[src/rtl/esdi_read_deserializer_pkg.sv]
// Shared definitions for the ESDI read deserializer: FSM encoding,
// output beat layout and the terminator beat used for truncated frames.
package esdi_read_deserializer_pkg;

  localparam logic [2:0] ST_IDLE    = 3'd0;
  localparam logic [2:0] ST_HUNT    = 3'd1;
  localparam logic [2:0] ST_DATA    = 3'd2;
  localparam logic [2:0] ST_TERM    = 3'd3;
  localparam logic [2:0] ST_WAITLOW = 3'd4;

  localparam logic [7:0] SYNC_PATTERN = 8'h19;

  typedef struct packed {
    logic [7:0] tdata;
    logic       tlast;
    logic       tuser;
  } beat_t;

  // A truncated frame is closed with an all-zero byte flagged in tuser.
  localparam beat_t TERM_BEAT = '{tdata: 8'h00, tlast: 1'b1, tuser: 1'b1};

  function automatic logic [7:0] shift_in8(input logic [7:0] v, input logic b);
    return {v[6:0], b};
  endfunction

endpackage

[src/rtl/esdi_read_deserializer_if.sv]
// Byte-wide AXI-Stream link from the deserializer to the capture/DMA path.
interface esdi_read_deserializer_if;
  logic       tvalid;
  logic       tready;
  logic [7:0] tdata;
  logic       tlast;
  logic       tuser;

  modport master (output tvalid, tdata, tlast, tuser, input tready);
  modport slave  (input tvalid, tdata, tlast, tuser, output tready);
endinterface

[src/rtl/esdi_read_deserializer_bit_sampler.sv]
// Brings the drive's asynchronous read clock/data into the csr_aclk domain
// and flags one sample per rising read-clock edge. Shared with the write-path checker.
module esdi_bit_sampler (
  input  logic clk,
  input  logic rst,
  input  logic read_clock_i,
  input  logic read_data_i,
  output logic bit_valid_o,
  output logic bit_data_o
);

  // clk_q[1] is the synchronized clock, clk_q[2] its previous value
  logic [2:0] clk_q;
  logic [1:0] dat_q;

  // 2-FF synchronizers, plus a third clock flop for edge detection
  always_ff @(posedge clk or posedge rst) begin
    if (rst) begin
      clk_q <= '0;
      dat_q <= '0;
    end else begin
      clk_q <= {clk_q[1:0], read_clock_i};
      dat_q <= {dat_q[0], read_data_i};
    end
  end

  assign bit_valid_o = clk_q[1] & ~clk_q[2];
  assign bit_data_o  = dat_q[1];

endmodule

[src/rtl/esdi_read_deserializer.sv]
// ESDI read deserializer: hunts for a sync pattern inside the read-gate
// window, packs the following bits MSB-first into bytes and streams each
// frame out over a one-entry AXI-Stream output register.
module esdi_read_deserializer
  import esdi_read_deserializer_pkg::*;
#(
  parameter int SYNC_WIDTH   = 8,
  parameter int SYNC_TIMEOUT = 4096,
  parameter int LEN_WIDTH    = 16
) (
  input  logic                  csr_aclk,
  input  logic                  csr_areset,
  input  logic                  enable,
  input  logic [SYNC_WIDTH-1:0] sync_pattern,
  input  logic [LEN_WIDTH-1:0]  frame_len,
  input  logic                  esdi_read_gate,
  input  logic                  esdi_read_clock,
  input  logic                  esdi_read_data,
  esdi_read_deserializer_if.master m_axis,
  output logic                  sync_found,
  output logic                  sync_timeout,
  output logic                  overrun,
  input  logic                  overrun_clear,
  output logic                  busy
);

  localparam int HW = (SYNC_TIMEOUT > 1) ? $clog2(SYNC_TIMEOUT) : 1;
  localparam logic [HW-1:0] HUNT_LAST = HW'(SYNC_TIMEOUT - 1);

  logic bit_valid, bit_data;

  esdi_bit_sampler u_sampler (
    .clk          (csr_aclk),
    .rst          (csr_areset),
    .read_clock_i (esdi_read_clock),
    .read_data_i  (esdi_read_data),
    .bit_valid_o  (bit_valid),
    .bit_data_o   (bit_data)
  );

  logic [2:0]            state_q, state_d;
  logic [SYNC_WIDTH-1:0] sr_q, sr_d, sr_next;
  logic [HW-1:0]         hunt_q, hunt_d;
  logic [2:0]            bit_q, bit_d;
  logic [LEN_WIDTH-1:0]  byte_q, byte_d, last_idx;
  logic [7:0]            pack_q, pack_d, pack_next;
  beat_t                 out_q, out_d;
  logic                  tvalid_q, tvalid_d;
  logic                  found_q, found_d;
  logic                  tmo_q, tmo_d;
  logic                  ovr_q, ovr_d, ovr_set;
  logic                  free, is_last;

  assign free      = !tvalid_q || m_axis.tready;
  assign sr_next   = {sr_q[SYNC_WIDTH-2:0], bit_data};
  assign pack_next = shift_in8(pack_q, bit_data);
  // A zero length still yields a one-byte frame
  assign last_idx  = (frame_len == '0) ? '0 : frame_len - LEN_WIDTH'(1);
  assign is_last   = (byte_q == last_idx);

  // Next-state: FSM, bit/byte packing and output register load/drain
  always_comb begin
    state_d  = state_q;
    sr_d     = sr_q;
    hunt_d   = hunt_q;
    bit_d    = bit_q;
    byte_d   = byte_q;
    pack_d   = pack_q;
    out_d    = out_q;
    tvalid_d = tvalid_q;
    found_d  = 1'b0;
    tmo_d    = 1'b0;
    ovr_set  = 1'b0;

    if (tvalid_q && m_axis.tready) tvalid_d = 1'b0;

    case (state_q)
      ST_IDLE: begin
        if (enable && esdi_read_gate) begin
          state_d = ST_HUNT;
          sr_d    = '0;
          hunt_d  = '0;
          bit_d   = '0;
          byte_d  = '0;
          pack_d  = '0;
        end
      end
      ST_HUNT: begin
        if (!esdi_read_gate) begin
          state_d = ST_IDLE;
        end else if (bit_valid) begin
          sr_d = sr_next;
          if (sr_next == sync_pattern) begin
            found_d = 1'b1;
            state_d = ST_DATA;
          end else if (hunt_q == HUNT_LAST) begin
            tmo_d   = 1'b1;
            state_d = ST_WAITLOW;
          end else begin
            hunt_d = hunt_q + HW'(1);
          end
        end
      end
      ST_DATA: begin
        if (!esdi_read_gate) begin
          // Partial byte is discarded; only a frame that already emitted data gets a terminator
          state_d = (byte_q != '0) ? ST_TERM : ST_IDLE;
        end else if (bit_valid) begin
          pack_d = pack_next;
          bit_d  = bit_q + 3'd1;
          if (bit_q == 3'd7) begin
            byte_d = byte_q + LEN_WIDTH'(1);
            if (free) begin
              out_d    = '{tdata: pack_next, tlast: is_last, tuser: 1'b0};
              tvalid_d = 1'b1;
            end else begin
              ovr_set = 1'b1;
            end
            // A lost tlast byte must still close the frame, so fall back to a terminator
            if (is_last) state_d = free ? ST_WAITLOW : ST_TERM;
          end
        end
      end
      ST_TERM: begin
        if (free) begin
          out_d    = TERM_BEAT;
          tvalid_d = 1'b1;
          state_d  = ST_WAITLOW;
        end
      end
      ST_WAITLOW: begin
        if (!esdi_read_gate) state_d = ST_IDLE;
      end
      default: state_d = ST_IDLE;
    endcase

    if (!enable) state_d = ST_IDLE;

    ovr_d = ovr_set ? 1'b1 : (overrun_clear ? 1'b0 : ovr_q);
  end

  // State and datapath registers
  always_ff @(posedge csr_aclk or posedge csr_areset) begin
    if (csr_areset) begin
      state_q  <= ST_IDLE;
      sr_q     <= '0;
      hunt_q   <= '0;
      bit_q    <= '0;
      byte_q   <= '0;
      pack_q   <= '0;
      out_q    <= '0;
      tvalid_q <= 1'b0;
      found_q  <= 1'b0;
      tmo_q    <= 1'b0;
      ovr_q    <= 1'b0;
    end else begin
      state_q  <= state_d;
      sr_q     <= sr_d;
      hunt_q   <= hunt_d;
      bit_q    <= bit_d;
      byte_q   <= byte_d;
      pack_q   <= pack_d;
      out_q    <= out_d;
      tvalid_q <= tvalid_d;
      found_q  <= found_d;
      tmo_q    <= tmo_d;
      ovr_q    <= ovr_d;
    end
  end

  assign m_axis.tvalid = tvalid_q;
  assign m_axis.tdata  = out_q.tdata;
  assign m_axis.tlast  = out_q.tlast;
  assign m_axis.tuser  = out_q.tuser;
  assign sync_found    = found_q;
  assign sync_timeout  = tmo_q;
  assign overrun       = ovr_q;
  assign busy          = (state_q != ST_IDLE);

endmodule

[src/flat_wrapper.sv]
// flat-port wrapper written by rule: the top's interface ports become plain ports
module esdi_read_deserializer_flat import esdi_read_deserializer_pkg::*;
#(
  parameter int SYNC_WIDTH   = 8,
  parameter int SYNC_TIMEOUT = 4096,
  parameter int LEN_WIDTH    = 16
)
  (csr_aclk, csr_areset, enable, sync_pattern, frame_len, esdi_read_gate, esdi_read_clock, esdi_read_data, sync_found, sync_timeout, overrun, overrun_clear, busy, m_axis_tvalid, m_axis_tdata, m_axis_tlast, m_axis_tuser, m_axis_tready);
  esdi_read_deserializer_if m_axis_i ();
  input  logic csr_aclk;
  input  logic csr_areset;
  input  logic enable;
  input  logic [SYNC_WIDTH-1:0] sync_pattern;
  input  logic [LEN_WIDTH-1:0] frame_len;
  input  logic esdi_read_gate;
  input  logic esdi_read_clock;
  input  logic esdi_read_data;
  output logic sync_found;
  output logic sync_timeout;
  output logic overrun;
  input  logic overrun_clear;
  output logic busy;
  output wire logic [$bits(m_axis_i.tvalid)-1:0] m_axis_tvalid;
  output wire logic [$bits(m_axis_i.tdata)-1:0] m_axis_tdata;
  output wire logic [$bits(m_axis_i.tlast)-1:0] m_axis_tlast;
  output wire logic [$bits(m_axis_i.tuser)-1:0] m_axis_tuser;
  input wire logic [$bits(m_axis_i.tready)-1:0] m_axis_tready;
  assign m_axis_tvalid = m_axis_i.tvalid;
  assign m_axis_tdata = m_axis_i.tdata;
  assign m_axis_tlast = m_axis_i.tlast;
  assign m_axis_tuser = m_axis_i.tuser;
  assign m_axis_i.tready = m_axis_tready;
  esdi_read_deserializer #(.SYNC_WIDTH(SYNC_WIDTH), .SYNC_TIMEOUT(SYNC_TIMEOUT), .LEN_WIDTH(LEN_WIDTH)) u_core (.csr_aclk(csr_aclk), .csr_areset(csr_areset), .enable(enable), .sync_pattern(sync_pattern), .frame_len(frame_len), .esdi_read_gate(esdi_read_gate), .esdi_read_clock(esdi_read_clock), .esdi_read_data(esdi_read_data), .m_axis(m_axis_i), .sync_found(sync_found), .sync_timeout(sync_timeout), .overrun(overrun), .overrun_clear(overrun_clear), .busy(busy));
endmodule
[config.mk]
export PLATFORM = sky130hd
export DESIGN_NAME = esdi_read_deserializer_flat
export DESIGN_NICKNAME = d
export VERILOG_FILES = /design/src/rtl/esdi_read_deserializer_pkg.sv /design/src/rtl/esdi_read_deserializer_if.sv /design/src/rtl/esdi_read_deserializer_bit_sampler.sv /design/src/rtl/esdi_read_deserializer.sv /design/src/flat_wrapper.sv
export SDC_FILE = /design/constraint.sdc
export NUM_CORES = 1
export LEC_CHECK = 0
export ABC_AREA = 0
export CAP_MARGIN = 10
export CORE_MARGIN = 2
export CORE_UTILIZATION = 64
export DETAILED_ROUTE_END_ITERATION = 8
export DONT_BUFFER_PORTS = 1
export HOLD_SLACK_MARGIN = 0.1
export PLACE_DENSITY = 0.8
export SYNTH_ARGS = -nofsm -noshare
export SYNTH_HDL_FRONTEND = slang
export SYNTH_SLANG_ARGS = --single-unit
[constraint.sdc]
create_clock -name csr_aclk -period 3.5 [get_ports csr_aclk]
set_input_delay 0.35 -clock csr_aclk [delete_from_list [all_inputs] [get_ports csr_aclk]]
set_output_delay 0.35 -clock csr_aclk [all_outputs]
set_load 0.02 [all_outputs]
==> metrics, run 1 <==
# IOs 47; Antenna Nets Post-Route 0; Initial DRT Pass Iterations 4; Peak supply drop 0.445 mV; synthesized area between 4000 and 5000 um^2; commonest non-fill, non-tap cell in the layout dfrtp_1; setup ws final 733 ps; setup TNS 0 ps; Yosys reg bits 67; startpoint class of the critical path register; Max Fclk around 0.36 GHz; syn_area_per_cell roughly 8.8 um^2; CTS-repair resized insts 0; Power Dens Cells around 500 nW/um^2; CP Max Fanout 15; drt wl/cell 15.8 um; Die W between 80 and 90 um; slowest CP cell dfrtp_1; Worst Skew around 6.4 ps; DR DRC count 0; FP Rows 28; GP Congestion 0.931; Reg clk slew, reported paths approximately 70 ps; Vias around 3400; Final Slew Violations 0; clock root buffer clkbuf_8; via density per instance 6.27; Synth async-reset ratio between 90% and 100%; synth-to-layout area growth 6.89%; Leak approximately 0.0018 uW; sequential area share after synthesis about two fifths; Chip Height 83.3 um; # setup viols final 0; Place WS between 400 and 500 ps; CTS max path bufs 2; port bufs 0; delay of the slowest critical-path stage between 400 and 500 ps; worst path cell trace nor3_1 > nand3_1 > a22oi_1 > buf_4 > and3_1 > o2111ai_1 > or3_1 > a21oi_1; Setup CP Type reg -> reg; CP top delay family simple AND/OR/NAND/NOR gates; final core utilization 71.9%; number of global-route vias before repair 3146; Skew-Pair Late Insertion Delay between 300 and 400 ps; H-tree depth 3; number of DRC markers in iteration 0 around 230; Remaining Overflow, GRT 0; ant diodes 0; die area about 7000 um^2; YS warnings 0; first-pass GRT wire length about 14000 um; Worst Tran Pin Value between 900 and 1000 ps; HP Class in -> reg; initial antenna violation count 0; Syn Inst Count 460; Yosys cell types 57; Worst EP required ~3800 ps; Slew headroom between 30% and 40%; dpl hpwl between 6000 and 7000 um; Max Cap Viol 0; largest net degree at the start of global routing 50; crit path time final 2770 ps; CTS buffer count 9; power after layout between 2000 and 2500 uW; Mapped Nets ~500; CTS tree built; gr usage total between 20% and 30%; Starting Density between 60% and 70%; nets 495; clk sinks 67; Post-synth EDFFs 0; Fin. Hold Viols 0; WP data arrival 3030 ps; period utilization 79.1%; final WL between 8000 and 9000 um; Crit. End Element register; commonest non-fill, non-tap cells in the layout dfrtp_1 (67), nand2_1 (47), o21ai_0 (34), nor2_1 (34), nand3_1 (32); core area 5990 um^2; status finished clean; Buf/Inv on CP 1; Synth Flop Type dfrtp_1; layout cells sized above 1 under 10%; unrepaired setup endpoints after global routing no
[cell type report]
class / instances / area, um^2
Inverter: 33 / 124
Tap cell: 75 / 93.8
Timing Repair Buffer: 9 / 72.6
Sequential cell: 67 / 1680
Multi-Input combinational cell: 337 / 2130
Clock inverter: 4 / 47.5
Fill cell: 430 / 1680
Clock buffer: 12 / 165
[logic make-up (layout without fill, tap and decap cells)]
kind of cell / after synthesis / in the layout / synth area share (%)
AO/OA/AOI/OAI: 85 / 85 / 13.7
XOR/XNOR: 42 / 42 / 10.2
adder cells (fa/ha/maj): 6 / 6 / 1.86
buffers and inverters: 56 / 58 / 5.59
flip-flops: 67 / 67 / 41.6
multiplexers: 4 / 4 / 1.06
AND/OR/NAND/NOR: 200 / 200 / 26.1
[cell usage after synthesis, types with 2 or more instances]
| cell | count | area [um^2] |
|---|---|---|
| nor4_1 | 15 | 93.8 |
| or3_4 | 2 | 22.5 |
| inv_1 | 31 | 116 |
| xnor3_1 | 3 | 67.6 |
| nand2_1 | 47 | 176 |
| nand3_1 | 32 | 160 |
| ha_1 | 6 | 75.1 |
| o21a_1 | 3 | 22.5 |
| nor2b_1 | 2 | 12.5 |
| o21ai_1 | 3 | 15.0 |
| a22oi_1 | 4 | 30.0 |
| xnor2_1 | 16 | 140 |
| xor2_1 | 23 | 201 |
| nand2b_1 | 4 | 25.0 |
| a21o_1 | 2 | 15.0 |
| and2_1 | 3 | 18.8 |
| or3_1 | 9 | 56.3 |
| dfrtp_1 | 67 | 1680 |
| nand4_1 | 9 | 56.3 |
| a211oi_1 | 4 | 30.0 |
| o211ai_1 | 5 | 37.5 |
| nor4b_1 | 3 | 26.3 |
| o31ai_1 | 4 | 30.0 |
| mux2i_1 | 2 | 20.0 |
| and3_1 | 10 | 62.6 |
| nor3b_1 | 3 | 22.5 |
| nor3_1 | 9 | 45.0 |
| inv_2 | 2 | 7.51 |
| o311ai_1 | 2 | 17.5 |
| o22ai_1 | 2 | 12.5 |
| or2_2 | 3 | 18.8 |
| or4_1 | 6 | 45.0 |
| mux2_2 | 2 | 22.5 |
| nand3b_1 | 2 | 15.0 |
| buf_6 | 2 | 22.5 |
| a21oi_1 | 9 | 45.0 |
| or2_1 | 2 | 12.5 |
| clkbuf_1 | 21 | 78.8 |
| o2111ai_1 | 2 | 17.5 |
| nor2_1 | 34 | 128 |
| o21ai_0 | 34 | 170 |
[routing by layer]
metal	routed length [um]	GRT usage, %	vias to the layer above
met5	0	0	-
met4	123	6.71	0
met3	576	6.06	15
met2	3910	39.7	118
met1	3870	34.4	1615
li1	-	-	1619
[timing repair]
action,4_1_cts,5_1_grt
setup buffers,0,0
endpoints found under the hold margin,2,0
endpoints found under the setup margin,0,0
hold buffers,2,0
[worst paths after layout]
check | start | end | slack (ps) | depth (start not counted)
worst min-delay path | overrun_clear | u_core.overrun | 110 | 1
worst min register to register | u_core.u_sampler.clk_q[0] | u_core.u_sampler.clk_q[1] | 360 | 0
worst max-delay path | u_core.state_q[2] | u_core.hunt_q[11] | 730 | 8
min in group asynchronous | csr_areset | u_core.u_sampler.dat_q[1] | 120 | 1
max in group asynchronous | csr_areset | u_core.hunt_q[7] | 2580 | 2
worst max register to register | u_core.state_q[2] | u_core.hunt_q[11] | 730 | 8
[flip-flops by register name (all words and copies together), names as in the netlist, 2 cells and up]
| signal | count |
|---|---|
| u_core.bit_q | 3 |
| u_core.byte_q | 16 |
| u_core.hunt_q | 12 |
| u_core.m_axis.tdata | 8 |
| u_core.pack_q | 7 |
| u_core.sr_q | 7 |
| u_core.state_q | 3 |
| u_core.u_sampler.clk_q | 3 |
| u_core.u_sampler.dat_q | 2 |
[report_power, final]
| part | leakage [uW] | total, uW | internal (uW) | switching, uW |
|---|---|---|---|---|
| registers | 0.000908 | 1030 | 870 | 156 |
| clock network | 0.000108 | 669 | 385 | 284 |
| logic | 0.000811 | 472 | 167 | 305 |
[metrics by stage]
step / instances / hold WS [ps] / instance area (um^2)
floorplan: 460 / 331 / 4030
global placement: 519 / 333 / 4070
detailed placement: 519 / 340 / 4070
CTS: 537 / 102 / 4310
global route: 537 / 103 / 4310
finish: 537 / 114 / 4310
(Power assumes the default switching activity.)
==> inputs of run 2 (changes only) <==
==> constraint.sdc (replaced) <==
create_clock -name csr_aclk -period 2.6 [get_ports csr_aclk]
set_input_delay 0.26 -clock csr_aclk [delete_from_list [all_inputs] [get_ports csr_aclk]]
set_output_delay 0.26 -clock csr_aclk [all_outputs]
set_load 0.02 [all_outputs]
==> run 2 against run 1 <==
Effect of this change: non-clock buffer count rose by 27; highest routed layer unchanged; critical path depth did not move; worst setup slack got worse by 570 ps; sequential cell count did not move; first-iteration DRC count rose by 37%; total power rose by 42%.
==> metrics, run 2 (same netlist as run 1, synthesis figures left out) <==
port bufs 0 (unchanged); dpl hpwl 6700 um (was 6090 um); Slew headroom 58.8% (was 34.7%); Finished Layout Cells 564 (was 537); FF-to-FF path depth 8 (unchanged); reg2reg start u_core.byte_q[9] (was u_core.state_q[2]); clock root buffer clkbuf_8 (unchanged); CP top delay family simple AND/OR/NAND/NOR gates (unchanged); Initial DRT Pass Iterations 5 (was 4); Final Slew Violations 0 (unchanged); most flop-heavy register u_core.byte_q (unchanged); layout cells sized above 1 12.9% (was 8.44%); clk sinks 67 (unchanged); Crit. End Element register (unchanged); Setup CP Type in -> reg (was reg -> reg); largest net degree at the start of global routing 40 (was 50); Vias 3550 (was 3367); nets 522 (was 495); Antenna Nets Post-Route 0 (unchanged); Power Dens Cells 678 nW/um^2 (was 503 nW/um^2); Max Fclk about 0.41 GHz; CTS buffer count 9 (unchanged); final WL 9640 um (was 8490 um); HP Class in -> reg (unchanged); max reg flops 16 (unchanged); Worst Tran Pin Value 617 ps (was 977 ps); Remaining Overflow, GRT 0 (unchanged); Max Cap Viol 0 (unchanged); crit path time final approximately 2400 ps; FP Rows 28 (unchanged); Chip Height 83.3 um (unchanged); reg2reg setup slack 190 ps (was 730 ps); synth-to-layout area growth 12.9% (was 6.89%); Worst EP required 2880 ps (was 3760 ps); drt wl/cell 17.1 um (was 15.8 um); DR DRC count 0 (unchanged); WP data arrival 2720 ps (was 3030 ps); unrepaired setup endpoints after global routing no (unchanged); die area 6950 um^2 (unchanged); H-tree depth 3 (unchanged); initial antenna violation count 0 (unchanged); delay of the slowest critical-path stage 550 ps (was 460 ps); gr usage total 29.5% (was 24.9%); Worst Hold Depth 4 (was 1); number of DRC markers in iteration 0 309 (was 226); startpoint class of the critical path primary input (was register); slowest CP cell or4_1 (was dfrtp_1); # IOs 47 (unchanged); CTS tree built (unchanged); commonest non-fill, non-tap cell in the layout dfrtp_1 (unchanged); Worst R2R End u_core.state_q[0] (was u_core.hunt_q[11]); Skew-Pair Late Insertion Delay 350 ps (was 340 ps); commonest non-fill, non-tap cells in the layout dfrtp_1 (67), nand2_1 (47), o21ai_0 (34), nor2_1 (34), nand3_1 (32) (unchanged); Die W 83.3 um (unchanged); via density per instance 6.29 (was 6.27); worst path cell trace or4_1 > or3_4 > or4_4 > a211o_1 > a21oi_2 > o2111ai_2 > a21oi_1 > o21a_1 (was nor3_1 > nand3_1 > a22oi_1 > buf_4 > and3_1 > o2111ai_1 > or3_1 > a21oi_1); status finished clean (unchanged); first-pass GRT wire length 16500 um (was 14300 um); CTS max path bufs 2 (unchanged); # setup viols final 0 (unchanged); Peak supply drop 0.644 mV (was 0.445 mV); Worst Skew 7.95 ps (was 6.39 ps); core area 5990 um^2 (unchanged); Starting Density 67.3% (unchanged); ant diodes 0 (unchanged); Fin. Hold Viols 0 (unchanged); CP Max Fanout 5 (was 15); power after layout 3080 uW (was 2170 uW); period utilization between 90 and 100%; Reg clk slew, reported paths 80 ps (was 70 ps); DP Area 4260 um^2 (was 4070 um^2); final core utilization 75.9% (was 71.9%); Leak 0.00196 uW (was 0.00183 uW); GP Congestion 0.944 (was 0.931); Hold EP u_core.state_q[1] (was u_core.overrun); DP Cell Count 542 (was 519); design area 4550 um^2 (was 4310 um^2); Buf/Inv on CP 0 (was 1); number of global-route vias before repair 3511 (was 3146); worst hold start esdi_read_gate (was overrun_clear)
==> run 2: changes by cell type in the layout (fill, tap and decap cells not counted), sizes merged <==
cell and change:
buf +23, dlygate4sd3 +4, clkbuf -3, inv +2, bufinv +1
==> run 2: metal layers <==
| metal | wire, um | vias up | global-route usage, % |
|---|---|---|---|
| li1 | - | 1680 | - |
| met1 | 4080 | 1689 | 39.9 |
| met2 | 4690 | 157 | 46.9 |
| met3 | 687 | 24 | 7.26 |
| met4 | 177 | 0 | 9.84 |
| met5 | 0 | - | 0 |
==> run 2: through the flow <==
step	setup TNS, ps	hold slack, ps	worst slack [ps]
after global placement	-307	248	-113
after floorplan	-157	291	-83.7
after global routing	0	325	0.900
after detailed placement	-454	249	-154
after CTS	0	254	184
final	0	279	165
==> run 2: timing repair <==
action / CTS / global route
hold buffers: 6 / 0
setup endpoints to repair: 0 / 1
resized for setup: 0 / 1
hold endpoints to repair: 36 / 0
setup buffers: 0 / 0
==> run 2: final cells by class <==
cell class,count,area [um^2]
clock inverter,7,98.8
clock buffer,9,124
inverter,33,124
sequential,67,1680
multi-input combinational,337,2130
timing repair buffer,36,298
tap,75,93.8
fill,421,1440
==> run 2: worst min-delay path, stage by stage <==
cell	delay (ps)
nand2_1	70
o21ai_0	90
nor2_1	100
a221oi_1	80
==> run 2: worst max path at each step <==
stage | start | endpoint | cells after the start
finish | frame_len[1] | u_core.state_q[0] | 8
global route | frame_len[0] | u_core.state_q[0] | 11
CTS | u_core.state_q[2] | u_core.byte_q[13] | 9
detailed placement | frame_len[1] | u_core.state_q[2] | 8
global placement | frame_len[1] | u_core.state_q[2] | 8
floorplan | frame_len[2] | u_core.state_q[2] | 10
==> run 2: report_power, final <==
part | internal [uW] | total, uW | switching [uW]
clock | 546 | 970 | 424
sequential | 1170 | 1390 | 218
combinational | 275 | 723 | 448
total | 1990 | 3080 | 1090
==> inputs of run 3 (changes only) <==
--- a/config.mk
+++ b/config.mk
@@ -13,6 +13,7 @@
 export DONT_BUFFER_PORTS = 1
 export HOLD_SLACK_MARGIN = 0.1
 export PLACE_DENSITY = 0.8
+export REMOVE_ABC_BUFFERS = 1
 export SYNTH_ARGS = -nofsm -noshare
 export SYNTH_HDL_FRONTEND = slang
 export SYNTH_SLANG_ARGS = --single-unit
==> run 3 against run 2 <==
Effect of this change: non-clock buffer count increased by 4; sequential cell count did not move; clock power shrank 9.3%; cell count up 0.71%; sequential share of layout area about the same; sequential power is essentially flat; critical endpoint is now u_core.state_q[2].
==> metrics, run 3 (same netlist as run 1, synthesis figures left out) <==
status finished clean (unchanged); number of DRC markers in iteration 0 167 (was 309); initial antenna violation count 0 (unchanged); Reg clk slew, reported paths 80 ps (about the same); Peak supply drop 0.582 mV (was 0.644 mV); GP Congestion 0.931 (was 0.944); Worst Skew 9.61 ps (was 7.95 ps); first-pass GRT wire length 16300 um (was 16500 um); period utilization 93.2% (was 93.7%); slowest CP cell or4_1 (unchanged); worst path cell trace or4_1 > or3_4 > or4_4 > a211o_1 > a21oi_2 > o2111ai_2 > a211oi_2 > o21a_1 (was or4_1 > or3_4 > or4_4 > a211o_1 > a21oi_2 > o2111ai_2 > a21oi_1 > o21a_1); clk sinks 67 (unchanged); largest net degree at the start of global routing 36 (was 40); die area 6950 um^2 (unchanged); Worst R2R End u_core.state_q[2] (was u_core.state_q[0]); gr usage total 29.2% (was 29.5%); reg2reg start u_core.byte_q[4] (was u_core.byte_q[9]); H-tree depth 3 (unchanged); Leak 0.00197 uW (was 0.00196 uW); Worst Tran Pin Value 575 ps (was 617 ps); ant diodes 0 (unchanged); delay of the slowest critical-path stage 550 ps (about the same); Chip Height 83.3 um (unchanged); via density per instance 6.32 (was 6.29); Slew headroom 61.6% (was 58.8%); Remaining Overflow, GRT 0 (unchanged); final core utilization 76.0% (was 75.9%); Antenna Nets Post-Route 0 (unchanged); Skew-Pair Late Insertion Delay 350 ps (about the same); Setup CP Type in -> reg (unchanged); CTS tree built (unchanged); postcts setup bufs 0 (unchanged); Initial DRT Pass Iterations 5 (unchanged); HP Class in -> reg (unchanged); most flop-heavy register u_core.byte_q (unchanged); FF+latch area 1680 um^2 (unchanged); max reg flops 16 (unchanged); nets 526 (was 522); commonest non-fill, non-tap cell in the layout dfrtp_1 (unchanged); unrepaired setup endpoints after global routing no (unchanged); startpoint class of the critical path primary input (unchanged); FP Rows 28 (unchanged); FF-to-FF path depth 8 (unchanged); multi-input logic area 2140 um^2 (was 2130 um^2); number of global-route vias before repair 3442 (was 3511); WP data arrival 2720 ps (about the same); worst hold start m_axis_tready (was esdi_read_gate); Max Cap Viol 0 (unchanged); drt wl/cell 17.0 um (was 17.1 um); setup TNS 0 ps (unchanged); DR DRC count 0 (unchanged); final WL 9670 um (was 9640 um); dpl hpwl 6820 um (was 6700 um); CP Max Fanout 5 (unchanged); Final Slew Violations 0 (unchanged); clock root buffer clkbuf_8 (unchanged); port bufs 0 (unchanged); Hold EP u_core.m_axis.tvalid (was u_core.state_q[1]); Worst Hold Depth 2 (was 4); CTS max path bufs 2 (unchanged); Die W 83.3 um (unchanged); layout cells sized above 1 13.8% (was 12.9%); Crit. End Element register (unchanged); reg2reg setup slack 210 ps (was 190 ps); crit path time final 2420 ps (was 2440 ps); Vias 3588 (was 3550); synth-to-layout area growth 13.0% (was 12.9%); Max Fclk 0.413 GHz (was 0.411 GHz); fillers 438 (was 421); commonest non-fill, non-tap cells in the layout dfrtp_1 (67), nand2_1 (47), o21ai_0 (34), nor2_1 (34), buf_4 (34) (was dfrtp_1 (67), nand2_1 (47), o21ai_0 (34), nor2_1 (34), nand3_1 (32)); # setup viols final 0 (unchanged); Starting Density 67.3% (unchanged); Fin. Hold Viols 0 (unchanged); # IOs 47 (unchanged); Worst EP required 2900 ps (was 2880 ps); CTS buffer count 9 (unchanged); Power Dens Cells 657 nW/um^2 (was 678 nW/um^2); core area 5990 um^2 (unchanged)
-- run 3: changes by cell type in the layout (fill, tap and decap cells not counted), sizes merged --
cell / previous run / this run
inv: 35 / 34
buf: 30 / 34
bufinv: 2 / 1
clkinv: 2 / 4
-- run 3: power by group --
group          internal (uW)  leakage [uW]  switching, uW
Sequential              1170      0.000908            206
Clock                    449     0.0000998            431
Combinational            268      0.000962            465
-- run 3: how the worst max path moves through the flow --
stage | start | endpoint | slack, ps | depth (start not counted)
3_3_place_gp | frame_len[1] | u_core.state_q[2] | -150 | 8
5_1_grt | frame_len[0] | u_core.state_q[2] | 30 | 11
2_1_floorplan | u_core.state_q[2] | u_core.byte_q[3] | -650 | 7
4_1_cts | u_core.state_q[2] | u_core.byte_q[13] | 130 | 9
3_5_place_dp | frame_len[1] | u_core.state_q[2] | -180 | 8
6_report | frame_len[1] | u_core.state_q[2] | 180 | 8
-- run 3: worst max-delay path: cells and delay by family --
family             cells  cell delay [ps]
AOI/OAI and AO/OA      5             1050
and+or+nand+nor        3             1410
-- run 3: through the flow --
stage	total power (uW)	worst slack (ps)	std cells	instance area, um^2	hold slack, ps
finish	2990	177	568	4550	252
global route	3140	34.0	568	4550	291
CTS	2990	131	568	4540	249
detailed placement	2100	-183	546	4280	70.8
global placement	2070	-148	546	4280	71.3
floorplan	1840	-645	437	3930	291
-- run 3: timing repair --
action                                  4_1_cts  5_1_grt
endpoints found under the setup margin        0        7
endpoints found under the hold margin        40        0
gates resized for setup                       0        3
hold buffers                                  6        0
-- run 3: cell type report --
cell class | instances | share of cell area (%)
Multi-Input combinational cell | 337 | 47.0
Sequential cell | 67 | 36.8
Inverter | 33 | 2.72
Timing Repair Buffer | 40 | 6.93
Tap cell | 75 | 2.06
Clock inverter | 7 | 1.70
Clock buffer | 9 | 2.72
-- run 3: layer usage --
metal	vias up	wire, um	share of wire [%]	global-route usage, %
met5	-	0	0	0
met1	1766	4260	44	38.9
met2	124	4620	48	47.0
met3	16	617	6.4	6.86
met4	0	171	1.8	9.99
li1	1682	-	-	-
